### src/rtl/e203_ifu_lockstep_ctrl_pkg.sv
// rtl/e203_ifu_lockstep_ctrl_pkg.sv - lockstep controller state encodings and shared types
package e203_ifu_lockstep_ctrl_pkg;

    typedef logic [2:0] ls_state_t;

    // Encodings are shared with the commit-stage logic, so keep the values fixed.
    localparam ls_state_t LS_IDLE  = 3'd0;
    localparam ls_state_t LS_SYNC  = 3'd1;
    localparam ls_state_t LS_CHECK = 3'd2;
    localparam ls_state_t LS_HALT  = 3'd3;
    localparam ls_state_t LS_FLUSH = 3'd4;
    localparam ls_state_t LS_FAIL  = 3'd5;

endpackage

### src/rtl/e203_ifu_lockstep_ctrl_if.sv
// rtl/e203_ifu_lockstep_ctrl_if.sv - master/redundant IFU bundles plus halt/flush handshake
interface e203_ifu_lockstep_ctrl_if #(
    parameter int PC_W = 32,
    parameter int IR_W = 32
);
    logic            m_valid;
    logic [PC_W-1:0] m_pc;
    logic [IR_W-1:0] m_ir;
    logic            m_cmd_valid;
    logic [PC_W-1:0] m_cmd_addr;
    logic            r_valid;
    logic [PC_W-1:0] r_pc;
    logic [IR_W-1:0] r_ir;
    logic            r_cmd_valid;
    logic [PC_W-1:0] r_cmd_addr;
    logic            m_halt_ack;
    logic            r_halt_ack;
    logic            ls_halt_req;
    logic            ls_flush_req;

    // Pipeline side: drives both IFU bundles and acks, receives halt/flush.
    modport master (
        output m_valid, m_pc, m_ir, m_cmd_valid, m_cmd_addr,
        output r_valid, r_pc, r_ir, r_cmd_valid, r_cmd_addr,
        output m_halt_ack, r_halt_ack,
        input  ls_halt_req, ls_flush_req
    );

    // Controller side.
    modport slave (
        input  m_valid, m_pc, m_ir, m_cmd_valid, m_cmd_addr,
        input  r_valid, r_pc, r_ir, r_cmd_valid, r_cmd_addr,
        input  m_halt_ack, r_halt_ack,
        output ls_halt_req, ls_flush_req
    );
endinterface

### src/rtl/e203_ls_dly_line.sv
// rtl/e203_ls_dly_line.sv - width/depth parameterised shift register with synchronous clear
module e203_ls_dly_line #(
    parameter int W     = 8,
    parameter int DEPTH = 2
) (
    input  logic         clk,
    input  logic         rst,
    input  logic         clr,
    input  logic [W-1:0] din,
    output logic [W-1:0] dout
);
    logic [W-1:0] stage_q [DEPTH];
    logic [W-1:0] stage_d [DEPTH];

    // Shift one stage per cycle; a clear empties every stage including the incoming beat.
    always_comb begin
        for (int i = 0; i < DEPTH; i++) stage_d[i] = '0;
        if (!clr) begin
            stage_d[0] = din;
            for (int i = 1; i < DEPTH; i++) stage_d[i] = stage_q[i-1];
        end
    end

    // Stage registers.
    always_ff @(posedge clk or posedge rst) begin
        if (rst) begin
            for (int i = 0; i < DEPTH; i++) stage_q[i] <= '0;
        end else begin
            for (int i = 0; i < DEPTH; i++) stage_q[i] <= stage_d[i];
        end
    end

    assign dout = stage_q[DEPTH-1];

endmodule

### src/rtl/e203_ifu_lockstep_ctrl.sv
// rtl/e203_ifu_lockstep_ctrl.sv - lockstep compare of master vs redundant IFU with halt/flush recovery
module e203_ifu_lockstep_ctrl
    import e203_ifu_lockstep_ctrl_pkg::*;
#(
    parameter int DELAY     = 2,
    parameter int PC_W      = 32,
    parameter int IR_W      = 32,
    parameter int CNT_W     = 8,
    parameter int RETRY_MAX = 3
) (
    input  logic                       clk,
    input  logic                       rst,
    input  logic                       chk_en,
    input  logic                       err_clr,
    e203_ifu_lockstep_ctrl_if.slave    ls_if,
    output logic                       ls_fatal,
    output logic [2:0]                 ls_state,
    output logic [CNT_W-1:0]           mismatch_cnt
);
    localparam int BW   = 2*PC_W + IR_W + 2;
    localparam int RC_W = $clog2(RETRY_MAX + 2);
    localparam int SC_W = $clog2(DELAY + 1);

    logic [BW-1:0]    dly_in, dly_out;
    logic             d_valid, d_cmd_valid;
    logic [PC_W-1:0]  d_pc, d_cmd_addr;
    logic [IR_W-1:0]  d_ir;
    logic             fetch_mis, cmd_mis, mismatch;

    ls_state_t        state_q, state_d;
    logic [SC_W-1:0]  sync_cnt_q, sync_cnt_d;
    logic [RC_W-1:0]  retry_cnt_q, retry_cnt_d;
    logic [CNT_W-1:0] mis_cnt_q, mis_cnt_d;
    logic             halt_req_q, halt_req_d;
    logic             flush_req_q, flush_req_d;
    logic             fatal_q, fatal_d;

    assign dly_in = {ls_if.m_valid, ls_if.m_pc, ls_if.m_ir, ls_if.m_cmd_valid, ls_if.m_cmd_addr};
    assign {d_valid, d_pc, d_ir, d_cmd_valid, d_cmd_addr} = dly_out;

    // The flush cycle wipes the delayed master history so both cores restart aligned.
    e203_ls_dly_line #(.W(BW), .DEPTH(DELAY)) u_dly_line (
        .clk  (clk),
        .rst  (rst),
        .clr  (flush_req_q),
        .din  (dly_in),
        .dout (dly_out)
    );

    // Payload fields only matter when their valid is set on both sides.
    assign fetch_mis = (d_valid != ls_if.r_valid) ||
                       (d_valid && ls_if.r_valid && ((d_pc != ls_if.r_pc) || (d_ir != ls_if.r_ir)));
    assign cmd_mis   = (d_cmd_valid != ls_if.r_cmd_valid) ||
                       (d_cmd_valid && ls_if.r_cmd_valid && (d_cmd_addr != ls_if.r_cmd_addr));
    assign mismatch  = fetch_mis || cmd_mis;

    // Next-state, counters and registered Moore outputs.
    always_comb begin
        state_d     = state_q;
        sync_cnt_d  = sync_cnt_q;
        retry_cnt_d = retry_cnt_q;
        mis_cnt_d   = mis_cnt_q;
        case (state_q)
            LS_IDLE: begin
                if (chk_en) begin
                    state_d    = LS_SYNC;
                    sync_cnt_d = '0;
                end
            end
            LS_SYNC: begin
                if (sync_cnt_q == SC_W'(DELAY - 1)) state_d = LS_CHECK;
                else sync_cnt_d = sync_cnt_q + SC_W'(1);
            end
            LS_CHECK: begin
                if (mismatch) begin
                    if (mis_cnt_q != '1) mis_cnt_d = mis_cnt_q + CNT_W'(1);
                    // A simultaneous err_clr resets the retry budget, so it cannot escalate.
                    state_d = (retry_cnt_q == RC_W'(RETRY_MAX) && !err_clr) ? LS_FAIL : LS_HALT;
                end else if (d_valid) begin
                    retry_cnt_d = '0;
                end
            end
            LS_HALT: begin
                if (ls_if.m_halt_ack && ls_if.r_halt_ack) state_d = LS_FLUSH;
            end
            LS_FLUSH: begin
                retry_cnt_d = retry_cnt_q + RC_W'(1);
                sync_cnt_d  = '0;
                state_d     = LS_SYNC;
            end
            LS_FAIL: begin
                if (err_clr) state_d = LS_IDLE;
            end
            default: state_d = LS_IDLE;
        endcase
        if (!chk_en && state_q != LS_FAIL) state_d = LS_IDLE;
        if (err_clr) begin
            mis_cnt_d   = '0;
            retry_cnt_d = '0;
        end
        halt_req_d  = (state_d == LS_HALT) || (state_d == LS_FAIL);
        flush_req_d = (state_d == LS_FLUSH);
        fatal_d     = (state_d == LS_FAIL);
    end

    // State and output registers.
    always_ff @(posedge clk or posedge rst) begin
        if (rst) begin
            state_q     <= LS_IDLE;
            sync_cnt_q  <= '0;
            retry_cnt_q <= '0;
            mis_cnt_q   <= '0;
            halt_req_q  <= 1'b0;
            flush_req_q <= 1'b0;
            fatal_q     <= 1'b0;
        end else begin
            state_q     <= state_d;
            sync_cnt_q  <= sync_cnt_d;
            retry_cnt_q <= retry_cnt_d;
            mis_cnt_q   <= mis_cnt_d;
            halt_req_q  <= halt_req_d;
            flush_req_q <= flush_req_d;
            fatal_q     <= fatal_d;
        end
    end

    assign ls_if.ls_halt_req  = halt_req_q;
    assign ls_if.ls_flush_req = flush_req_q;
    assign ls_fatal           = fatal_q;
    assign ls_state           = state_q;
    assign mismatch_cnt       = mis_cnt_q;

endmodule

### src/flat_wrapper.sv
// flat-port wrapper written by rule: the top's interface ports become plain ports
module e203_ifu_lockstep_ctrl_flat import e203_ifu_lockstep_ctrl_pkg::*;
#(
    parameter int DELAY     = 2,
    parameter int PC_W      = 32,
    parameter int IR_W      = 32,
    parameter int CNT_W     = 8,
    parameter int RETRY_MAX = 3
)
  (clk, rst, chk_en, err_clr, ls_fatal, ls_state, mismatch_cnt, ls_if_m_valid, ls_if_m_pc, ls_if_m_ir, ls_if_m_cmd_valid, ls_if_m_cmd_addr, ls_if_r_valid, ls_if_r_pc, ls_if_r_ir, ls_if_r_cmd_valid, ls_if_r_cmd_addr, ls_if_m_halt_ack, ls_if_r_halt_ack, ls_if_ls_halt_req, ls_if_ls_flush_req);
  e203_ifu_lockstep_ctrl_if #(.PC_W(PC_W), .IR_W(IR_W)) ls_if_i ();
  input  logic clk;
  input  logic rst;
  input  logic chk_en;
  input  logic err_clr;
  output logic ls_fatal;
  output logic [2:0] ls_state;
  output logic [CNT_W-1:0] mismatch_cnt;
  input wire logic [$bits(ls_if_i.m_valid)-1:0] ls_if_m_valid;
  input wire logic [$bits(ls_if_i.m_pc)-1:0] ls_if_m_pc;
  input wire logic [$bits(ls_if_i.m_ir)-1:0] ls_if_m_ir;
  input wire logic [$bits(ls_if_i.m_cmd_valid)-1:0] ls_if_m_cmd_valid;
  input wire logic [$bits(ls_if_i.m_cmd_addr)-1:0] ls_if_m_cmd_addr;
  input wire logic [$bits(ls_if_i.r_valid)-1:0] ls_if_r_valid;
  input wire logic [$bits(ls_if_i.r_pc)-1:0] ls_if_r_pc;
  input wire logic [$bits(ls_if_i.r_ir)-1:0] ls_if_r_ir;
  input wire logic [$bits(ls_if_i.r_cmd_valid)-1:0] ls_if_r_cmd_valid;
  input wire logic [$bits(ls_if_i.r_cmd_addr)-1:0] ls_if_r_cmd_addr;
  input wire logic [$bits(ls_if_i.m_halt_ack)-1:0] ls_if_m_halt_ack;
  input wire logic [$bits(ls_if_i.r_halt_ack)-1:0] ls_if_r_halt_ack;
  output wire logic [$bits(ls_if_i.ls_halt_req)-1:0] ls_if_ls_halt_req;
  output wire logic [$bits(ls_if_i.ls_flush_req)-1:0] ls_if_ls_flush_req;
  assign ls_if_i.m_valid = ls_if_m_valid;
  assign ls_if_i.m_pc = ls_if_m_pc;
  assign ls_if_i.m_ir = ls_if_m_ir;
  assign ls_if_i.m_cmd_valid = ls_if_m_cmd_valid;
  assign ls_if_i.m_cmd_addr = ls_if_m_cmd_addr;
  assign ls_if_i.r_valid = ls_if_r_valid;
  assign ls_if_i.r_pc = ls_if_r_pc;
  assign ls_if_i.r_ir = ls_if_r_ir;
  assign ls_if_i.r_cmd_valid = ls_if_r_cmd_valid;
  assign ls_if_i.r_cmd_addr = ls_if_r_cmd_addr;
  assign ls_if_i.m_halt_ack = ls_if_m_halt_ack;
  assign ls_if_i.r_halt_ack = ls_if_r_halt_ack;
  assign ls_if_ls_halt_req = ls_if_i.ls_halt_req;
  assign ls_if_ls_flush_req = ls_if_i.ls_flush_req;
  e203_ifu_lockstep_ctrl #(.DELAY(DELAY), .PC_W(PC_W), .IR_W(IR_W), .CNT_W(CNT_W), .RETRY_MAX(RETRY_MAX)) u_core (.clk(clk), .rst(rst), .chk_en(chk_en), .err_clr(err_clr), .ls_if(ls_if_i), .ls_fatal(ls_fatal), .ls_state(ls_state), .mismatch_cnt(mismatch_cnt));
endmodule
### config.mk
export PLATFORM = sky130hd
export DESIGN_NAME = e203_ifu_lockstep_ctrl_flat
export DESIGN_NICKNAME = d
export VERILOG_FILES = /design/src/rtl/e203_ifu_lockstep_ctrl_pkg.sv /design/src/rtl/e203_ifu_lockstep_ctrl_if.sv /design/src/rtl/e203_ls_dly_line.sv /design/src/rtl/e203_ifu_lockstep_ctrl.sv /design/src/flat_wrapper.sv
export SDC_FILE = /design/constraint.sdc
export NUM_CORES = 1
export LEC_CHECK = 0
export CORE_AREA = 2 2 189 117
export DETAILED_ROUTE_END_ITERATION = 10
export DIE_AREA = 0 0 191 119
export GPL_TIMING_DRIVEN = 1
export PLACE_DENSITY = 0.78
export SYNTH_ARGS = -nofsm -noshare
export SYNTH_HDL_FRONTEND = slang
export SYNTH_HIERARCHICAL = 1
export SYNTH_SLANG_ARGS = --single-unit
export TNS_END_PERCENT = 20
### constraint.sdc
create_clock -name clk -period 11.2 [get_ports clk]
set_input_delay 3.36 -clock clk [delete_from_list [all_inputs] [get_ports clk]]
set_output_delay 3.36 -clock clk [all_outputs]
set_load 0.05 [all_outputs]
==> flow_summary.ini <==
[timing]
tightest_slew_ns = 1.02
rsz0062_at_grt = false
fin_crit_sh_pct = 54.8
period_needed_ns = 6.14
finalClockSkew_ns = 0.0232
clock.fmax_mhz = 163
setup_viol = 0
drv_slew = 0
slew_headroom_pct = 32.3
finalHoldViolCount = 0
finalSetupTns_ns = 0

[floorplan]
dieArea_mm2 = 0.0227
start_util_pct = 43.5
core-area_mm2 = 0.0213
ios = 216
fp.dieW_um = 191
die_h_um = 119
rows = 42

[worst_setup_path]
crit_start = ls_if_r_cmd_addr[21]
crit_arrival_ns = 6.50
end_kind = flip-flop
r2r_slack_ns = 7.96
startpoint_type = input port
worstSetupPathType = input port to flip-flop
cp_max_fo = 17
ff2ff_path_depth = 7
r2r-end = u_core/mismatch_cnt[0]
reg2reg_from = u_core/u_dly_line/dout[21]
critPathRequiredTime_ns = 11.57

[layout]
nNetsFinal = 1094
most-common-layout-cells = clkdlybuf4s50_1 (215), dfrtp_1 (214), nor2b_1 (192)
design_area_mm2 = 0.0116
layout.cells.most_common = clkdlybuf4s50_1
area_delta_synth_final_pct = 25.4
final_layout_size_suffix_gt1_share_pct = 5.33
final_util_pct = 54.5

[power_and_ir_drop]
max-vdd-ir-drop_uv = 92.1
p_comb_share_pct = 11.7
p_sw_w = 0.000396
total_power_w = 0.00176
swShare_pct = 22.4
power_density_mw_per_mm2 = 152
p_int_w = 0.00137
clock_power_share_pct = 40.7
seqPwrFrac_pct = 47.6
leakage_nw = 4.77

[route]
drt-initial-drc-count = 231
avgViaCountPerCell = 4.58
vias = 5439
routed_wl_um = 18300
drc = 0
wl_per_cell_um = 15.4
drtAntennaViolNets = 0
drt_first_pass_iters = 5

[place]
port-buffer-count = 215
dp_hpwl_um = 13100
place_area_mm2 = 0.0109
place_congestion = 0.773

[clock_tree]
cts_root_buf = clkbuf_16
clk_path_buf_depth = 3
h-tree-depth = 1
cts_buffers = 21
worstSkewPairLatency_ns = 0.50
clk_pin_slew_ns = 0.06
hold_buffers = 0
cts_tree = yes
cts.repair.resized = 0
cts_sinks = 215
post-cts-setup-buffers = 0

[min_path]
worstHoldEndpoint = u_core/u_dly_line/dout[68]
hold_class = flip-flop to flip-flop
min-delay-start = u_core/u_dly_line/stage_q[166]
hold_depth = 1

[logic_synthesis]
yosysTopAreaCell = dfrtp_1
seq_area_frac_synth_pct = 58.2
yosys-top-cells-area = dfrtp_1 (58%), nor2b_1 (13%), xnor2_1 (9.1%)
synth_cell_types = 45
syn_area_per_cell_um2 = 12.0
synth_warnings = 6
netlist_area_mm2 = 0.00925
syn_inst = 771
netlist.area_leader.share_pct = 58.2
ys_seq_elements = 215
synth_fp_nets = 979

[global_route]
grt_pass1_wl_um = 29000
grt_pass1_vias = 5555
overflow = 0
busiest_layer = met2
met3_usage_pct = 5.48
use_met1_pct = 23.3
grt_use_total_pct = 16.3
use_met2_pct = 24.2
grt_max_degree = 130
antenna_found_initial = 1

[run]
drv_cap = 0

[status]
status = completed
==> cells in the mapped netlist, drive strengths merged <==
library cell / n
nand4: 30
a21oi: 9
nor2: 10
or3: 1
o311ai: 2
nand3: 3
nor4: 7
a32oi: 2
a2111oi: 1
a21boi: 1
o31a: 1
buf: 116
or2b: 1
nand2: 13
nor3: 1
o211a: 2
o31ai: 8
nand3b: 1
nand2b: 2
mux2i: 1
dfrtp: 215
o21ai: 7
or4: 4
o211ai: 1
a31o: 1
a21o: 1
or2: 2
clkbuf: 9
a41o: 1
inv: 9
xnor2: 96
and2: 1
nor3b: 1
and3: 3
nor4b: 1
nor2b: 192
and2b: 5
a211oi: 1
mux2: 2
ha: 6
a31oi: 1
==> registers in the layout, summed over array words and instances (netlist names) <==
| register | count |
|---|---|
| u_core/retry_cnt_q | 3 |
| u_core/ls_if.ls_halt_req | 1 |
| u_core/u_dly_line/dout | 98 |
| u_core/ls_fatal | 1 |
| u_core/mismatch_cnt | 8 |
| u_core/u_dly_line/stage_q | 98 |
| u_core/ls_state | 3 |
| u_core/sync_cnt_q | 2 |
| u_core/ls_if.ls_flush_req | 1 |
==> through the flow <==
step,cells,setup WS (ns),hold WS (ns)
2_1_floorplan,771,2.50,0.433
3_3_place_gp,1149,4.71,0.437
3_5_place_dp,1149,4.59,0.443
4_1_cts,1186,5.10,0.459
5_1_grt,1186,4.89,0.468
6_report,1187,5.06,0.455
==> layout make-up <==
| class | count | area (um2) |
|---|---|---|
| Fill cell | 1808 | 9690 |
| Antenna cell | 1 | 2.50 |
| Clock buffer | 28 | 572 |
| Multi-Input combinational cell | 422 | 2940 |
| Timing Repair Buffer | 217 | 2170 |
| Inverter | 9 | 41.3 |
| Sequential cell | 215 | 5380 |
| Clock inverter | 9 | 129 |
| Tap cell | 286 | 358 |
==> worst max-delay path, cell delays in order <==
cell and delay (ns):
clkdlybuf4s50_1 0.47, xnor2_1 0.13, nand4_1 0.19, nor4_1 0.59, a21boi_0 0.31, a2111oi_4 0.92
nor3b_1 0.20, mux2_2 0.33
==> how the worst max path moves through the flow <==
stage                                            to  depth (start not counted)  slack [ns]
final                        u_core/mismatch_cnt[0]                          8        5.06
after global routing         u_core/mismatch_cnt[0]                          8        4.89
after CTS                    u_core/mismatch_cnt[0]                          8        5.10
after detailed placement     u_core/mismatch_cnt[0]                          8        4.59
after global placement       u_core/mismatch_cnt[0]                          8        4.71
after floorplan           u_core/u_dly_line/dout[0]                          1        2.50
==> metal layers <==
metal,share of wire [%],wire length (um)
met5,0,0
met3,9.2,1680
met4,1.6,284
met1,46,8450
met2,43,7870
==> cells by family after synthesis <==
kind of cell | share of synthesized area, %
AND/OR/NAND/NOR | 18.5
multiplexers | 0.352
AO/OA/AOI/OAI | 3.11
adder cells (fa/ha/maj) | 0.812
flip-flops | 58.2
XOR/XNOR | 9.09
buffers and inverters | 10.0
==> power by group through the flow <==
stage | Sequential, W | Combinational (W) | Clock (W)
after floorplan | 0.000852 | 0.000131 | 0
after global placement | 0.000854 | 0.000202 | 0
after detailed placement | 0.000855 | 0.000207 | 0
after CTS | 0.000841 | 0.000208 | 0.000740
after global routing | 0.000845 | 0.000227 | 0.000776
final | 0.000841 | 0.000206 | 0.000718
(Power assumes the default switching activity.)
